===== src/rtl/stack_arbiter.sv =====
// Round-robin arbiter sharing one shift stack between two requesters.
// Tracks occupancy and rejects overflow/underflow without strobing the stack.
module stack_arbiter #(
    parameter int WIDTH = 16,
    parameter int DEPTH = 4,
    localparam int CW = $clog2(DEPTH + 1)
) (
    input  logic             clock,
    input  logic             reset,
    input  logic             req0_valid,
    input  logic             req0_op,
    input  logic [WIDTH-1:0] req0_data,
    output logic             req0_ready,
    input  logic             req1_valid,
    input  logic             req1_op,
    input  logic [WIDTH-1:0] req1_data,
    output logic             req1_ready,
    output logic             rsp0_valid,
    output logic [WIDTH-1:0] rsp0_data,
    output logic             rsp0_error,
    output logic             rsp1_valid,
    output logic [WIDTH-1:0] rsp1_data,
    output logic             rsp1_error,
    output logic             stk_push,
    output logic             stk_pop,
    output logic [WIDTH-1:0] stk_write_data,
    input  logic [WIDTH-1:0] stk_read_data,
    output logic [CW-1:0]    depth,
    output logic             empty,
    output logic             full
);

    typedef enum logic {
        S_IDLE,
        S_EXEC
    } state_t;

    state_t           r_state;
    state_t           w_next;
    logic             w_grant0;
    logic             w_grant1;
    logic             w_accept;
    logic             w_op;
    logic [WIDTH-1:0] w_data;
    logic             w_err;

    logic             r_last_grant;
    logic             r_id;
    logic             r_op;
    logic             r_err;
    logic             r_push;
    logic             r_pop;
    logic [WIDTH-1:0] r_wdata;
    logic [CW-1:0]    r_depth;
    logic             r_rsp0_valid;
    logic [WIDTH-1:0] r_rsp0_data;
    logic             r_rsp0_error;
    logic             r_rsp1_valid;
    logic [WIDTH-1:0] r_rsp1_data;
    logic             r_rsp1_error;

    always_comb begin
        w_next   = r_state;
        w_grant0 = 1'b0;
        w_grant1 = 1'b0;
        case (r_state)
            S_IDLE: begin
                // On contention the requester not granted last time wins
                if (req0_valid && (!req1_valid || r_last_grant))
                    w_grant0 = 1'b1;
                else if (req1_valid)
                    w_grant1 = 1'b1;
                if (w_grant0 || w_grant1)
                    w_next = S_EXEC;
            end
            S_EXEC: w_next = S_IDLE;
            default: w_next = S_IDLE;
        endcase
    end

    assign w_accept = w_grant0 | w_grant1;
    assign w_op     = w_grant1 ? req1_op : req0_op;
    assign w_data   = w_grant1 ? req1_data : req0_data;
    assign w_err    = w_op ? (r_depth == '0) : (r_depth == CW'(DEPTH));

    always_ff @(posedge clock) begin
        if (reset) begin
            r_state      <= S_IDLE;
            r_last_grant <= 1'b1;
            r_id         <= 1'b0;
            r_op         <= 1'b0;
            r_err        <= 1'b0;
            r_push       <= 1'b0;
            r_pop        <= 1'b0;
            r_wdata      <= '0;
            r_depth      <= '0;
            r_rsp0_valid <= 1'b0;
            r_rsp0_data  <= '0;
            r_rsp0_error <= 1'b0;
            r_rsp1_valid <= 1'b0;
            r_rsp1_data  <= '0;
            r_rsp1_error <= 1'b0;
        end else begin
            r_state      <= w_next;
            r_push       <= 1'b0;
            r_pop        <= 1'b0;
            r_rsp0_valid <= 1'b0;
            r_rsp0_data  <= '0;
            r_rsp0_error <= 1'b0;
            r_rsp1_valid <= 1'b0;
            r_rsp1_data  <= '0;
            r_rsp1_error <= 1'b0;
            if (w_accept) begin
                r_last_grant <= w_grant1;
                r_id         <= w_grant1;
                r_op         <= w_op;
                r_err        <= w_err;
                r_push       <= !w_op && !w_err;
                r_pop        <= w_op && !w_err;
                r_wdata      <= (!w_op && !w_err) ? w_data : '0;
            end
            if (r_state == S_EXEC) begin
                // Top of stack is still the pre-pop value at this edge
                r_wdata <= '0;
                if (!r_id) begin
                    r_rsp0_valid <= 1'b1;
                    r_rsp0_error <= r_err;
                    r_rsp0_data  <= (r_op && !r_err) ? stk_read_data : '0;
                end else begin
                    r_rsp1_valid <= 1'b1;
                    r_rsp1_error <= r_err;
                    r_rsp1_data  <= (r_op && !r_err) ? stk_read_data : '0;
                end
                if (!r_err)
                    r_depth <= r_op ? r_depth - CW'(1) : r_depth + CW'(1);
            end
        end
    end

    assign req0_ready     = w_grant0;
    assign req1_ready     = w_grant1;
    assign stk_push       = r_push;
    assign stk_pop        = r_pop;
    assign stk_write_data = r_wdata;
    assign depth          = r_depth;
    assign empty          = (r_depth == '0);
    assign full           = (r_depth == CW'(DEPTH));
    assign rsp0_valid     = r_rsp0_valid;
    assign rsp0_data      = r_rsp0_data;
    assign rsp0_error     = r_rsp0_error;
    assign rsp1_valid     = r_rsp1_valid;
    assign rsp1_data      = r_rsp1_data;
    assign rsp1_error     = r_rsp1_error;

endmodule


===== config.mk =====
export PLATFORM = sky130hd
export DESIGN_NAME = stack_arbiter
export DESIGN_NICKNAME = d
export VERILOG_FILES = /design/src/rtl/stack_arbiter.sv
export SDC_FILE = /design/constraint.sdc
export NUM_CORES = 1
export LEC_CHECK = 0
export ABC_AREA = 1
export CORE_MARGIN = 2
export CORE_UTILIZATION = 35
export DETAILED_ROUTE_END_ITERATION = 7
export PLACE_DENSITY = 0.81
export SETUP_SLACK_MARGIN = 0.05
export SLEW_MARGIN = 20
export SYNTH_ARGS = -nofsm -noshare
export SYNTH_HDL_FRONTEND = slang
export SYNTH_SLANG_ARGS = --single-unit

===== constraint.sdc =====
create_clock -name clock -period 1.7 [get_ports clock]
set_input_delay 0.34 -clock clock [delete_from_list [all_inputs] [get_ports clock]]
set_output_delay 0.34 -clock clock [all_outputs]
set_load 0.02 [all_outputs]

# --- Word level (Yosys, flattened, before mapping) ---
# Cells that the tools add are included.
op_classes:
  addsub: 2
  n_mux: 17
  n_reduce_logical: 17
  n_bitwise: 5
  n_eq_ne: 1
op_table:
  columns: ["op", "count"]
  rows:
  - ["$mux W16", 3]
  - ["$mux W1", 12]
  - ["$reduce_or A2 Y1", 3]
  - ["$reduce_or A3 Y1", 2]
  - ["$logic_and A1 B1 Y1", 4]
  - ["$logic_not A1 Y1", 4]
  - ["$not A1 Y1", 4]
  - ["$add A3 B1 Y3 const B", 1]
  - ["$eq A3 B3 Y1 const B", 1]
  - ["$logic_not A3 Y1", 1]
  - ["$mux W3", 1]
  - ["$sub A3 B1 Y3 const B", 1]
  - ["$logic_or A1 B1 Y1", 2]
  - ["$pmux W1 S2", 1]
  - ["$reduce_and A2 Y1", 1]
  - ["$or A1 B1 Y1", 1]
totals:
  elab_cells: 57
  regBits: 62
  inputBits: 54
  out_inout_bits: 61

# --- Longest topological paths before layout ---
logic_depth:
  depth_word: 11
  ltp_mapped: 9
  ltp_nobuf: 9

# --- Worst setup path before layout ---
# Ideal clock, no wire load.
synth_path:
  path_type: "reg2out"
  start: "reg r_depth[1] (netlist: depth[1])"
  end: "out full"
  path_slack_ps: 119
  t_arrival_ps: 1241
  path_buffers: 1
  path_stages_with_launch: 5
  required_ps: 1360
  path_cell_list: "dfxtp_1 > inv_1 > nand3_1 > clkbuf_1 > inv_1"
synth_via:
  elab_chain_len: 1
synth_rtl:
  columns: ["item", "line_no", "text"]
  rows:
  - ["start, declared", "54", "logic [CW-1:0] r_depth;"]
  - ["start signal, assigned", "135", "r_depth <= r_op ? r_depth - CW'(1) : r_depth + CW'(1);"]
  - ["$eq A3 B3 Y1", "147", "assign full = (r_depth == CW'(DEPTH));"]
  - ["end, declared", "30", "output logic full"]
# Every way passes these cells.

# --- Final worst setup path ---
# Same ends and word-level chain as after synthesis.

==> metrics <==
initial antenna violation count=0; Buf/Inv on CP=3; slowest CP cell=dfxtp_1; Synth top area share=53.0%; Slew HR=between 70% and 80%; routed wire length=6510 um; H-Tree Depth=3; via total after detailed routing=2379; max cap viols=0; Tcrit/Tclk final=94.4%; Worst-Margin Slew=between 0.3 and 0.4 ns; most frequent cells after synthesis=dfxtp_1, nand2_1, nor3_1, inv_1, a21oi_1; vias in the first global route=approximately 2300; Initial Utilization=a little over a third; synth-to-layout area growth=66.4%; Die Area=between 7000 and 8000 sq um; multi-input logic area=886 sq um; core box area=6420 sq um; skew final=a little under 0.009 ns; yosys warns=0; distinct cell type count after synthesis=26; total track usage=17.7%; die width=~86 um; DIE HEIGHT=roughly 86 um; crit-path cells=inv_1 -> nand3_1 -> inv_1 -> clkdlybuf4s15_2; DR vias/cell=4.85; IO buf count=114; Fin Setup TNS=0 ns; clock-pin slew on the worst setup and hold paths=~0.070 ns; Starting DRT DRC Count=66; count leader, synth=dfxtp_1; non-filler instance count after layout=491; Filler cells=534; fmax=0.623 GHz; max-slew violations=0; RSZ-0062 raised after global routing=yes; total CTS buffers=9; Antenna Nets Post-Route=0; Post-Syn Nets=334; Final min period=1.61 ns; Max Fanout on Critical Path=4; # IOs=approximately 120; CTS tree=built; post-CTS setup buffers=0; Syn Std Cell Area=2340 sq um; DP Wirelength=4840 um; area leader, netlist=dfxtp_1; hold buffers post-CTS=0; top post-synthesis cells by area=dfxtp_1, nand2_1, nor3_1; worst min path class=register to register; Net count, final=464; violated checks=design-rule violations; register area=1240 sq um; P_leak=1.91 nW; register area share after synthesis=about 53%; final hold violation count=0; Finished Cell Area=roughly 3900 sq um; clk buf depth=2; FFs w/ async S/R, synth=0%; CP delay by family, top=buffers and inverters; drt wl/cell=13.3 um; final setup vio count=0; Area after DPL=~3600 sq um; Inserted Diodes=0; maximum VDD drop=a little over 0.4 mV; outcome=finished, violations left; syn_area_per_cell=8.40 sq um; detailed-route DRC error count=12; CP endpoint kind=output pin; EDFF count, synth=0; global-route wire length before repair=between 10000 and 15000 um; first drt pass iteration count=8; flops & latches, synth=62; max incr delay on CP=0.34 ns; Site Rows=29; placed cells=475; Cells after Synth=279; Crit Path Category=register to output pin; global route overflow=0; clock tree sinks=62; Clk Latency, worst-skew pair=between 0.3 and 0.4 ns; root buf cell=clkbuf_8; type of origin of the critical path=register; CP required=1.36 ns; share of cells above drive strength 1=14.7%; CP most frequent cell=inv_1; ys flop type=dfxtp_1; Critical Path AT=about 1.3 ns; GPL Wtd Cong=0.789; largest net degree at the start of global routing=33; Pwr Density=between 800 and 900 nW/um^2
[per-layer routing]
metal,track usage [%],share of wire (%),wire length [um],vias to the layer above
met3,5.20,8.4,544,13
li1,-,-,-,1184
met5,0,0,0,-
met1,18.7,40,2620,1081
met4,8.66,2.2,145,0
met2,31.9,49,3200,101
[logic make-up after synthesis]
logic type | synth area share (%)
and+or+nand+nor | 29.7
DFF | 53.0
buffers and inverters | 9.93
AOI/OAI and AO/OA | 6.51
adders and majority gates | 0.854
[final cells by class]
class                   count  share of cell area (%)
clock buffers               9                    3.18
clock inverters             7                    1.89
inverters                  37                    3.63
multi-input cells         166                    22.7
flip-flops and latches     62                    31.9
well taps                  77                    2.47
repair buffers            133                    34.2
[flip-flops by register name, summed over array words and instances (netlist names), 3 cells and up]
register,count
depth,3
stk_write_data,16
rsp0_data,16
rsp1_data,16
[report_power, final]
part	internal, W	leakage [nW]	switching [W]	total [W]
combinational	0.000304	1.31	0.000346	0.000650
sequential	0.00150	0.503	0.0000285	0.00153
clock	0.000681	0.0996	0.000593	0.00127
[worst paths after layout]
path	end	start	slack [ns]	cells after the start
max	full	depth[1]$_SDFFE_PP0P_	0.09	4
min	rsp0_valid$_SDFF_PP0_	r_id$_SDFFE_PP0P_	0.45	1
max reg2reg	depth[2]$_SDFFE_PP0P_	depth[0]$_SDFFE_PP0P_	0.15	7
min reg2reg	rsp0_valid$_SDFF_PP0_	r_id$_SDFFE_PP0P_	0.45	1
[layout by cell type, fill, tap and decap left out, types with 9 or more instances in the layout]
| cell type | synthesis | layout |
|---|---|---|
| a21oi_1 | 20 | 20 |
| dfxtp_1 | 62 | 61 |
| nor3_1 | 32 | 31 |
| nand4_1 | 16 | 16 |
| clkbuf_8 | 0 | 9 |
| inv_1 | 31 | 30 |
| nand2_1 | 54 | 53 |
| nand3_1 | 19 | 19 |
| clkdlybuf4s50_1 | 0 | 89 |
| buf_4 | 2 | 17 |
| dlymetal6s2s_1 | 0 | 19 |
[stage by stage]
stage	total power, W	hold WS (ns)	util [%]	worst slack (ns)
CTS	0.00346	0.448	59.4	0.0516
detailed placement	0.00221	0.440	56.5	-0.380
finish	0.00345	0.447	60.7	0.0945
global route	0.00362	0.453	60.7	-0.00723
global placement	0.00219	0.429	56.5	-0.369
floorplan	0.00189	0.418	-	0.119
[repair_timing]
action	in CTS	in global routing
gates resized for setup	17	30
setup endpoints to repair	6	41
pin swaps	0	1
gates cloned	0	0
(Power assumes the default switching activity.)
